$ cat config.mk
export PLATFORM = sky130hd
export DESIGN_NAME = shape_processor_engine
export DESIGN_NICKNAME = d
export VERILOG_FILES = /design/src/rtl/shape_processor_pkg.sv /design/src/rtl/shape_processor_mult.sv /design/src/rtl/shape_processor_engine.sv
export SDC_FILE = /design/constraint.sdc
export NUM_CORES = 1
export LEC_CHECK = 0
export BUFFER_PORTS_ARGS = -buffer_cell sky130_fd_sc_hd__buf_2
export CORE_MARGIN = 5
export CORE_UTILIZATION = 59
export DETAILED_ROUTE_END_ITERATION = 10
export HOLD_SLACK_MARGIN = 0.1
export PLACE_DENSITY = 0.82
export SLEW_MARGIN = 20
export SYNTH_ARGS = -nofsm -noshare
export SYNTH_HDL_FRONTEND = slang
export SYNTH_SLANG_ARGS = --single-unit
$ cat constraint.sdc
create_clock -name clk -period 4.6 [get_ports clk]
set_clock_uncertainty 0.05 [all_clocks]
set_input_delay 0.92 -clock clk [delete_from_list [all_inputs] [get_ports clk]]
set_output_delay 0.92 -clock clk [all_outputs]
set_load 0.02 [all_outputs]
$ cat src/rtl/shape_processor_pkg.sv
// Shared types and legality helpers for the shape processor.
// CTRL register layout (ctrl_sfr_reg):
//   [31]    err_clr   - write 1 on an accepted write to clear the sticky error
//                       (SHAPE_PROCESSOR_ENGINE_ERR_EN builds only); never stored
//   [30:18] reserved, read 0
//   [17:16] shape     - shape_e
//   [15:3]  reserved, read 0
//   [2:0]   operation - operation_e
package shape_processor_pkg;

  typedef enum logic [1:0] {
    KEEP_SHAPE = 2'd0,
    RECTANGLE  = 2'd1,
    TRIANGLE   = 2'd2,
    SHAPE_RSVD = 2'd3
  } shape_e;

  typedef enum logic [2:0] {
    PERIMETER      = 3'd0,
    AREA           = 3'd1,
    IS_SQUARE      = 3'd2,
    IS_EQUILATERAL = 3'd3,
    IS_ISOSCELES   = 3'd4,
    OP_RSVD5       = 3'd5,
    OP_RSVD6       = 3'd6,
    OP_RSVD7       = 3'd7
  } operation_e;

  typedef struct packed {
    logic        err_clr;
    logic [12:0] rsvd_hi;
    shape_e      shape;
    logic [12:0] rsvd_lo;
    operation_e  operation;
  } ctrl_sfr_reg;

  typedef enum logic [1:0] {
    ST_IDLE = 2'd0,
    ST_CALC = 2'd1,
    ST_DONE = 2'd2
  } state_e;

  localparam ctrl_sfr_reg CTRL_RESET = '{err_clr: 1'b0, rsvd_hi: 13'd0, shape: RECTANGLE,
                                         rsvd_lo: 13'd0, operation: PERIMETER};

  // KEEP_SHAPE is a legal write value: it means "leave SHAPE as it is".
  function automatic logic is_legal_shape(input shape_e s);
    case (s)
      KEEP_SHAPE, RECTANGLE, TRIANGLE: return 1'b1;
      default:                         return 1'b0;
    endcase
  endfunction

  function automatic logic is_legal_operation(input operation_e op);
    case (op)
      PERIMETER, AREA, IS_SQUARE, IS_EQUILATERAL, IS_ISOSCELES: return 1'b1;
      default:                                                 return 1'b0;
    endcase
  endfunction

  // s is the effective shape (KEEP_SHAPE already resolved).
  function automatic logic is_legal_combination(input shape_e s, input operation_e op);
    case (op)
      PERIMETER, AREA:              return (s == RECTANGLE) || (s == TRIANGLE);
      IS_SQUARE:                    return (s == RECTANGLE);
      IS_EQUILATERAL, IS_ISOSCELES: return (s == TRIANGLE);
      default:                      return 1'b0;
    endcase
  endfunction

endpackage

$ cat src/rtl/shape_processor_mult.sv
// Sequential shift-add multiplier. start_i loads the operands and already
// consumes multiplier bit 0; the remaining bits take one cycle each, so the
// product is ready after exactly DATA_W clock edges. done_o pulses for one
// cycle and product_o then holds until the next start_i.
// Ports: clk, rst_n, start_i, a_i, b_i (DATA_W), done_o, product_o (2*DATA_W).
module shape_processor_mult #(
  parameter int DATA_W = 16
) (
  input  logic                  clk,
  input  logic                  rst_n,
  input  logic                  start_i,
  input  logic [DATA_W-1:0]     a_i,
  input  logic [DATA_W-1:0]     b_i,
  output logic                  done_o,
  output logic [2*DATA_W-1:0]   product_o
);
  localparam int CW = $clog2(DATA_W + 1);

  logic [2*DATA_W-1:0] mcand_q, mcand_d, prod_q, prod_d;
  logic [DATA_W-1:0]   mplier_q, mplier_d;
  logic [CW-1:0]       cnt_q, cnt_d;
  logic                busy_q, busy_d, done_q, done_d;

  // Next-state: load on start, otherwise one shift-add step per busy cycle.
  always_comb begin
    mcand_d  = mcand_q;
    prod_d   = prod_q;
    mplier_d = mplier_q;
    cnt_d    = cnt_q;
    busy_d   = busy_q;
    done_d   = 1'b0;
    if (start_i) begin
      mcand_d  = {{DATA_W{1'b0}}, a_i} << 1;
      mplier_d = b_i >> 1;
      prod_d   = b_i[0] ? {{DATA_W{1'b0}}, a_i} : {2*DATA_W{1'b0}};
      cnt_d    = CW'(1);
      busy_d   = 1'b1;
    end else if (busy_q) begin
      prod_d   = prod_q + (mplier_q[0] ? mcand_q : {2*DATA_W{1'b0}});
      mcand_d  = mcand_q << 1;
      mplier_d = mplier_q >> 1;
      cnt_d    = cnt_q + CW'(1);
      if (cnt_q == CW'(DATA_W - 1)) begin
        busy_d = 1'b0;
        done_d = 1'b1;
      end else begin
        busy_d = 1'b1;
      end
    end else begin
      busy_d = 1'b0;
    end
  end

  // Multiplier state registers.
  always_ff @(posedge clk or negedge rst_n) begin
    if (!rst_n) begin
      mcand_q  <= {2*DATA_W{1'b0}};
      prod_q   <= {2*DATA_W{1'b0}};
      mplier_q <= {DATA_W{1'b0}};
      cnt_q    <= {CW{1'b0}};
      busy_q   <= 1'b0;
      done_q   <= 1'b0;
    end else begin
      mcand_q  <= mcand_d;
      prod_q   <= prod_d;
      mplier_q <= mplier_d;
      cnt_q    <= cnt_d;
      busy_q   <= busy_d;
      done_q   <= done_d;
    end
  end

  assign done_o    = done_q;
  assign product_o = prod_q;
endmodule

$ cat src/rtl/shape_processor_engine.sv
// Shape processor: one CTRL SFR (SHAPE, OPERATION) with hardware legality
// checks, plus an IDLE->CALC->DONE engine computing perimeter, area and
// shape predicates on DATA_W-bit unsigned sides.
// Ports: clk, rst_n; sfr_write_en/sfr_write_data/sfr_read_data (CTRL access);
//        start_valid/start_ready + side_a/b/c (job in);
//        res_valid/res_ready/res_data (result out, RES_W bits).
// Optional macro SHAPE_PROCESSOR_ENGINE_ERR_EN adds sticky err_o (rejected
// write), mirrored on sfr_read_data[31].
module shape_processor_engine
  import shape_processor_pkg::*;
#(
  parameter int DATA_W = 16,
  parameter int RES_W  = 2 * DATA_W
) (
  input  logic              clk,
  input  logic              rst_n,
  input  logic              sfr_write_en,
  input  logic [31:0]       sfr_write_data,
  output logic [31:0]       sfr_read_data,
  input  logic              start_valid,
  output logic              start_ready,
  input  logic [DATA_W-1:0] side_a,
  input  logic [DATA_W-1:0] side_b,
  input  logic [DATA_W-1:0] side_c,
  output logic              res_valid,
  input  logic              res_ready,
  output logic [RES_W-1:0]  res_data
`ifdef SHAPE_PROCESSOR_ENGINE_ERR_EN
  ,
  output logic              err_o
`endif
);
  ctrl_sfr_reg         ctrl_q, ctrl_d, wr_s;
  shape_e              eff_shape_s, job_shape_q;
  operation_e          job_op_q;
  state_e              state_q, state_d;
  logic                wr_ok_s, accept_s, mult_done_s;
  logic [DATA_W-1:0]   a_q, b_q, c_q;
  logic [RES_W-1:0]    res_q, res_d, single_res_s;
  logic [2*DATA_W-1:0] product_s;
  logic                unused_wr_bits_s;

  assign unused_wr_bits_s = ^{sfr_write_data[30:18], sfr_write_data[15:3]};

  // CTRL write decode: whole write accepted or dropped, KEEP_SHAPE resolved first.
  always_comb begin
    wr_s        = ctrl_sfr_reg'(sfr_write_data);
    eff_shape_s = (wr_s.shape == KEEP_SHAPE) ? ctrl_q.shape : wr_s.shape;
    wr_ok_s     = sfr_write_en && is_legal_shape(wr_s.shape) &&
                  is_legal_operation(wr_s.operation) &&
                  is_legal_combination(eff_shape_s, wr_s.operation);
    ctrl_d      = ctrl_q;
    if (wr_ok_s) begin
      ctrl_d           = CTRL_RESET;
      ctrl_d.shape     = eff_shape_s;
      ctrl_d.operation = wr_s.operation;
    end else begin
      ctrl_d = ctrl_q;
    end
  end

  assign accept_s = start_valid && (state_q == ST_IDLE);

  shape_processor_mult #(.DATA_W(DATA_W)) u_mult (
    .clk       (clk),
    .rst_n     (rst_n),
    .start_i   (accept_s && (ctrl_q.operation == AREA)),
    .a_i       (side_a),
    .b_i       (side_b),
    .done_o    (mult_done_s),
    .product_o (product_s)
  );

  // Single-cycle results from the latched job operands.
  always_comb begin
    single_res_s = {RES_W{1'b0}};
    case (job_op_q)
      PERIMETER:
        if (job_shape_q == TRIANGLE) begin
          single_res_s = RES_W'(a_q) + RES_W'(b_q) + RES_W'(c_q);
        end else begin
          single_res_s = (RES_W'(a_q) + RES_W'(b_q)) << 1;
        end
      IS_SQUARE:      single_res_s[0] = (a_q == b_q);
      IS_EQUILATERAL: single_res_s[0] = (a_q == b_q) && (b_q == c_q);
      IS_ISOSCELES:   single_res_s[0] = (a_q == b_q) || (b_q == c_q) || (a_q == c_q);
      default:        single_res_s = {RES_W{1'b0}};
    endcase
  end

  // Engine next-state and result capture.
  always_comb begin
    state_d = state_q;
    res_d   = res_q;
    case (state_q)
      ST_IDLE:
        if (accept_s) state_d = ST_CALC;
        else          state_d = ST_IDLE;
      ST_CALC:
        if (job_op_q != AREA) begin
          state_d = ST_DONE;
          res_d   = single_res_s;
        end else if (mult_done_s) begin
          state_d = ST_DONE;
          // Triangle area is base*height/2, floored.
          res_d   = (job_shape_q == TRIANGLE) ? RES_W'(product_s >> 1) : RES_W'(product_s);
        end else begin
          state_d = ST_CALC;
        end
      ST_DONE:
        if (res_ready) state_d = ST_IDLE;
        else           state_d = ST_DONE;
      default: state_d = ST_IDLE;
    endcase
  end

  // State, CTRL and job snapshot registers; snapshot uses CTRL before any same-cycle write.
  always_ff @(posedge clk or negedge rst_n) begin
    if (!rst_n) begin
      state_q     <= ST_IDLE;
      ctrl_q      <= CTRL_RESET;
      res_q       <= {RES_W{1'b0}};
      a_q         <= {DATA_W{1'b0}};
      b_q         <= {DATA_W{1'b0}};
      c_q         <= {DATA_W{1'b0}};
      job_op_q    <= PERIMETER;
      job_shape_q <= RECTANGLE;
    end else begin
      state_q <= state_d;
      ctrl_q  <= ctrl_d;
      res_q   <= res_d;
      if (accept_s) begin
        a_q         <= side_a;
        b_q         <= side_b;
        c_q         <= side_c;
        job_op_q    <= ctrl_q.operation;
        job_shape_q <= ctrl_q.shape;
      end
    end
  end

  assign start_ready = (state_q == ST_IDLE);
  assign res_valid   = (state_q == ST_DONE);
  assign res_data    = res_q;

`ifdef SHAPE_PROCESSOR_ENGINE_ERR_EN
  logic err_q, err_d;

  // Sticky error: set by a rejected write, cleared by an accepted write with bit 31 set.
  always_comb begin
    err_d = err_q;
    if (sfr_write_en && !wr_ok_s) begin
      err_d = 1'b1;
    end else if (wr_ok_s && wr_s.err_clr) begin
      err_d = 1'b0;
    end else begin
      err_d = err_q;
    end
  end

  // Error flag register.
  always_ff @(posedge clk or negedge rst_n) begin
    if (!rst_n) err_q <= 1'b0;
    else        err_q <= err_d;
  end

  assign err_o         = err_q;
  assign sfr_read_data = {err_q, ctrl_q[30:0]};
`else
  logic unused_err_clr_s;
  assign unused_err_clr_s = sfr_write_data[31];
  assign sfr_read_data    = {1'b0, ctrl_q[30:0]};
`endif
endmodule

==> reports/results.ini <==
[die]
die_area_sq_mm=0.0226
initial_utilization=0.598
io_pins=151
fp.dieW_microns=150
die_h_microns=150
rows=51
core_area_sq_mm=0.0195

[timing]
fmax_mhz=252
setup_viol=0
post-route-period-util=0.861
slew_violations=0
tns_ns=0
hold_violations=0
rsz0062_at_grt=no
min_period_ns=3.96
worst_slew_pin_slew_ns=0.846
whs_ns=0.425
final.setup.worst_slack_ns=0.637
slew-limit-headroom=0.436

[outcome]
status=finished, final reports clean

[min_path]
holdPathStages=2
hold_end=res_data[9]
worstHoldStart=res_data[9]
hp-class=reg -> reg

[clock_network]
clk_path_buf_depth=2
cts_setup_buffers=0
ctsHoldBuffers=0
cts_tree=yes
cts_buffers=17
cts_resized=0
htreeDepth=4
clk_pin_slew_worst_paths_ns=0.07
clk_root_buffer_cell=clkbuf_16
cts_sinks=177
clock_latency_ns=0.44

[synth]
syn_inst=1255
synth_area_sq_mm=0.0116
synthFlopType=dfrtp_1
synth_top_area_cell=dfrtp_1
syn_area_per_cell_sq_um=9.28
ys_seq_area_frac=0.381
netlist_top_cells_area=dfrtp_1, ha_1, mux2i_1, mux2_2, a21oi_1
synthArstFlopShare=1.00
ys_ff_latch=177
yosys.area.top_type_share=0.376
synth_edf_count=0
synth_cell_types=72
yosysWarnings=0

[drt]
drcViolationCount=0
drt_iter0_drc=802
ant_nets=0
dr.pass1.iters=5
viasPerCell=5.96
wl_per_cell_microns=18.4
vias=9541
routed_wl_microns=29400

[setup_path]
critPathMaxFanout=5
r2r-end=res_data[10]
critPathRequiredTime_ns=4.86
cp-end-kind=flop
reg2reg_depth=16
criticalPathCategory=reg -> reg
crit_buf_inv=0
slowest_delay_ns=0.43
path_cells=ha_1 > a21oi_1 > nand2_1 > a21o_1 > a21oi_1 > xnor2_1 > ha_1 > a21o_1 > nand2b_1 > o211ai_1 > nand2b_1 > a21oi_1 > xor2_1 > o21ai_0 > a21oi_1 > o21ai_1
startpoint_type=flop
worstReg2RegStart=a_q[2]
cpMostUsedCell=a21oi_1
r2r_setup_slack_ns=0.64
slowest_stage=dfrtp_1
arrival_ns=4.22
crit_family=compound AO/OA/AOI/OAI gates

[global_route]
grt_overflow_total=0
grt_max_degree=92
grt_pass1_vias=9017
antenna_found_initial=2
grtUsageTotal=0.264
grt_first_pass_wirelength_microns=47100

[finish]
layout_common_cells=dfrtp_1, nand2_1, a21oi_1, buf_2, o21ai_0
ff_latch_area_sq_mm=0.00444
layout.cells.most_common=dfrtp_1
drive_above_1_share=0.168
nFillCells=1587
syn_to_final_growth_pct=9.76
final_util=0.657
multi_input_area_sq_mm=0.00673
fin_nets=1476

[placement]
pre_cts_slack_ns=0.758
port-buffer-count=96
gp_congestion=0.937
dpl.hpwl_microns=21800

[flow_run]
maxCapViolations=0

[layer usage]
| layer | vias to the layer above | share of wire | GRT usage |
|---|---|---|---|
| met3 | 48 | 0.081 | 0.0635 |
| li1 | 4532 | - | - |
| met5 | - | 0.00044 | 0 |
| met4 | 2 | 0.023 | 0.0741 |
| met1 | 4599 | 0.43 | 0.364 |
| met2 | 360 | 0.46 | 0.419 |
[cell families after synthesis]
logic type / share of synthesized area
AND/OR/NAND/NOR: 0.142
AO/OA/AOI/OAI: 0.162
flip-flops: 0.381
multiplexers: 0.123
buffers and inverters: 0.0507
XOR/XNOR: 0.0639
adder cells (fa/ha/maj): 0.0772
other: 0.000322
[worst max path at each step]
| stage | cells past startpoint | startpoint | end |
|---|---|---|---|
| 2_1_floorplan | 16 | a_q[2] | res_data[15] |
| 3_3_place_gp | 15 | a_q[4] | res_data[16] |
| 3_5_place_dp | 15 | a_q[2] | res_data[16] |
| 4_1_cts | 16 | a_q[2] | res_data[10] |
| 5_1_grt | 15 | a_q[4] | res_data[16] |
| 6_report | 16 | a_q[2] | res_data[10] |
[area by class of cell]
cell class	count	share of cell area
antenna	1	0.000196
clock buffer	17	0.0333
clock inverter	15	0.0116
inverter	30	0.00881
multi-input combinational	986	0.526
sequential	177	0.347
tap	265	0.0259
timing repair buffer	109	0.0467
[per-stage QoR]
stage / area, sq um / cells
detailed placement: 12200 / 1567
floorplan: 11700 / 1281
global route: 12800 / 1600
CTS: 12800 / 1599
finish: 12800 / 1600
global placement: 12200 / 1567
[cells in the mapped netlist, types with 6 or more instances]
cell type / count
dfrtp_1: 175
nand2_1: 142
a21oi_1: 108
o21ai_0: 94
mux2i_1: 81
nor2_1: 78
ha_1: 67
mux2_2: 54
clkbuf_1: 51
xor2_1: 48
xnor2_1: 37
and2_1: 31
inv_1: 30
nand3_1: 29
buf_4: 27
o31ai_1: 17
nor3_1: 16
a21o_1: 14
a211oi_1: 13
nand2b_1: 13
nor4_1: 12
nand4_1: 11
nor2b_1: 8
o211ai_1: 6
o21ai_1: 6
[worst min-delay path, cell delays in order (launching register included)]
cell,delay (ns)
dfrtp_1,0.34
nand2_1,0.04
o21ai_0,0.06
[flip-flops by register name, indices dropped and copies added, names as in the netlist, 2 cells and up]
| signal | count |
|---|---|
| res_data | 32 |
| u_mult.product_o | 32 |
| u_mult.mcand_q | 31 |
| a_q | 16 |
| b_q | 16 |
| c_q | 16 |
| u_mult.mplier_q | 15 |
| sfr_read_data | 5 |
| u_mult.cnt_q | 5 |
| job_op_q | 3 |
| job_shape_q | 2 |
| state_q | 2 |
Power is left out: the tool's default activity adds up to more than one toggle a clock period on the data nets, which glitch-free logic cannot reach.
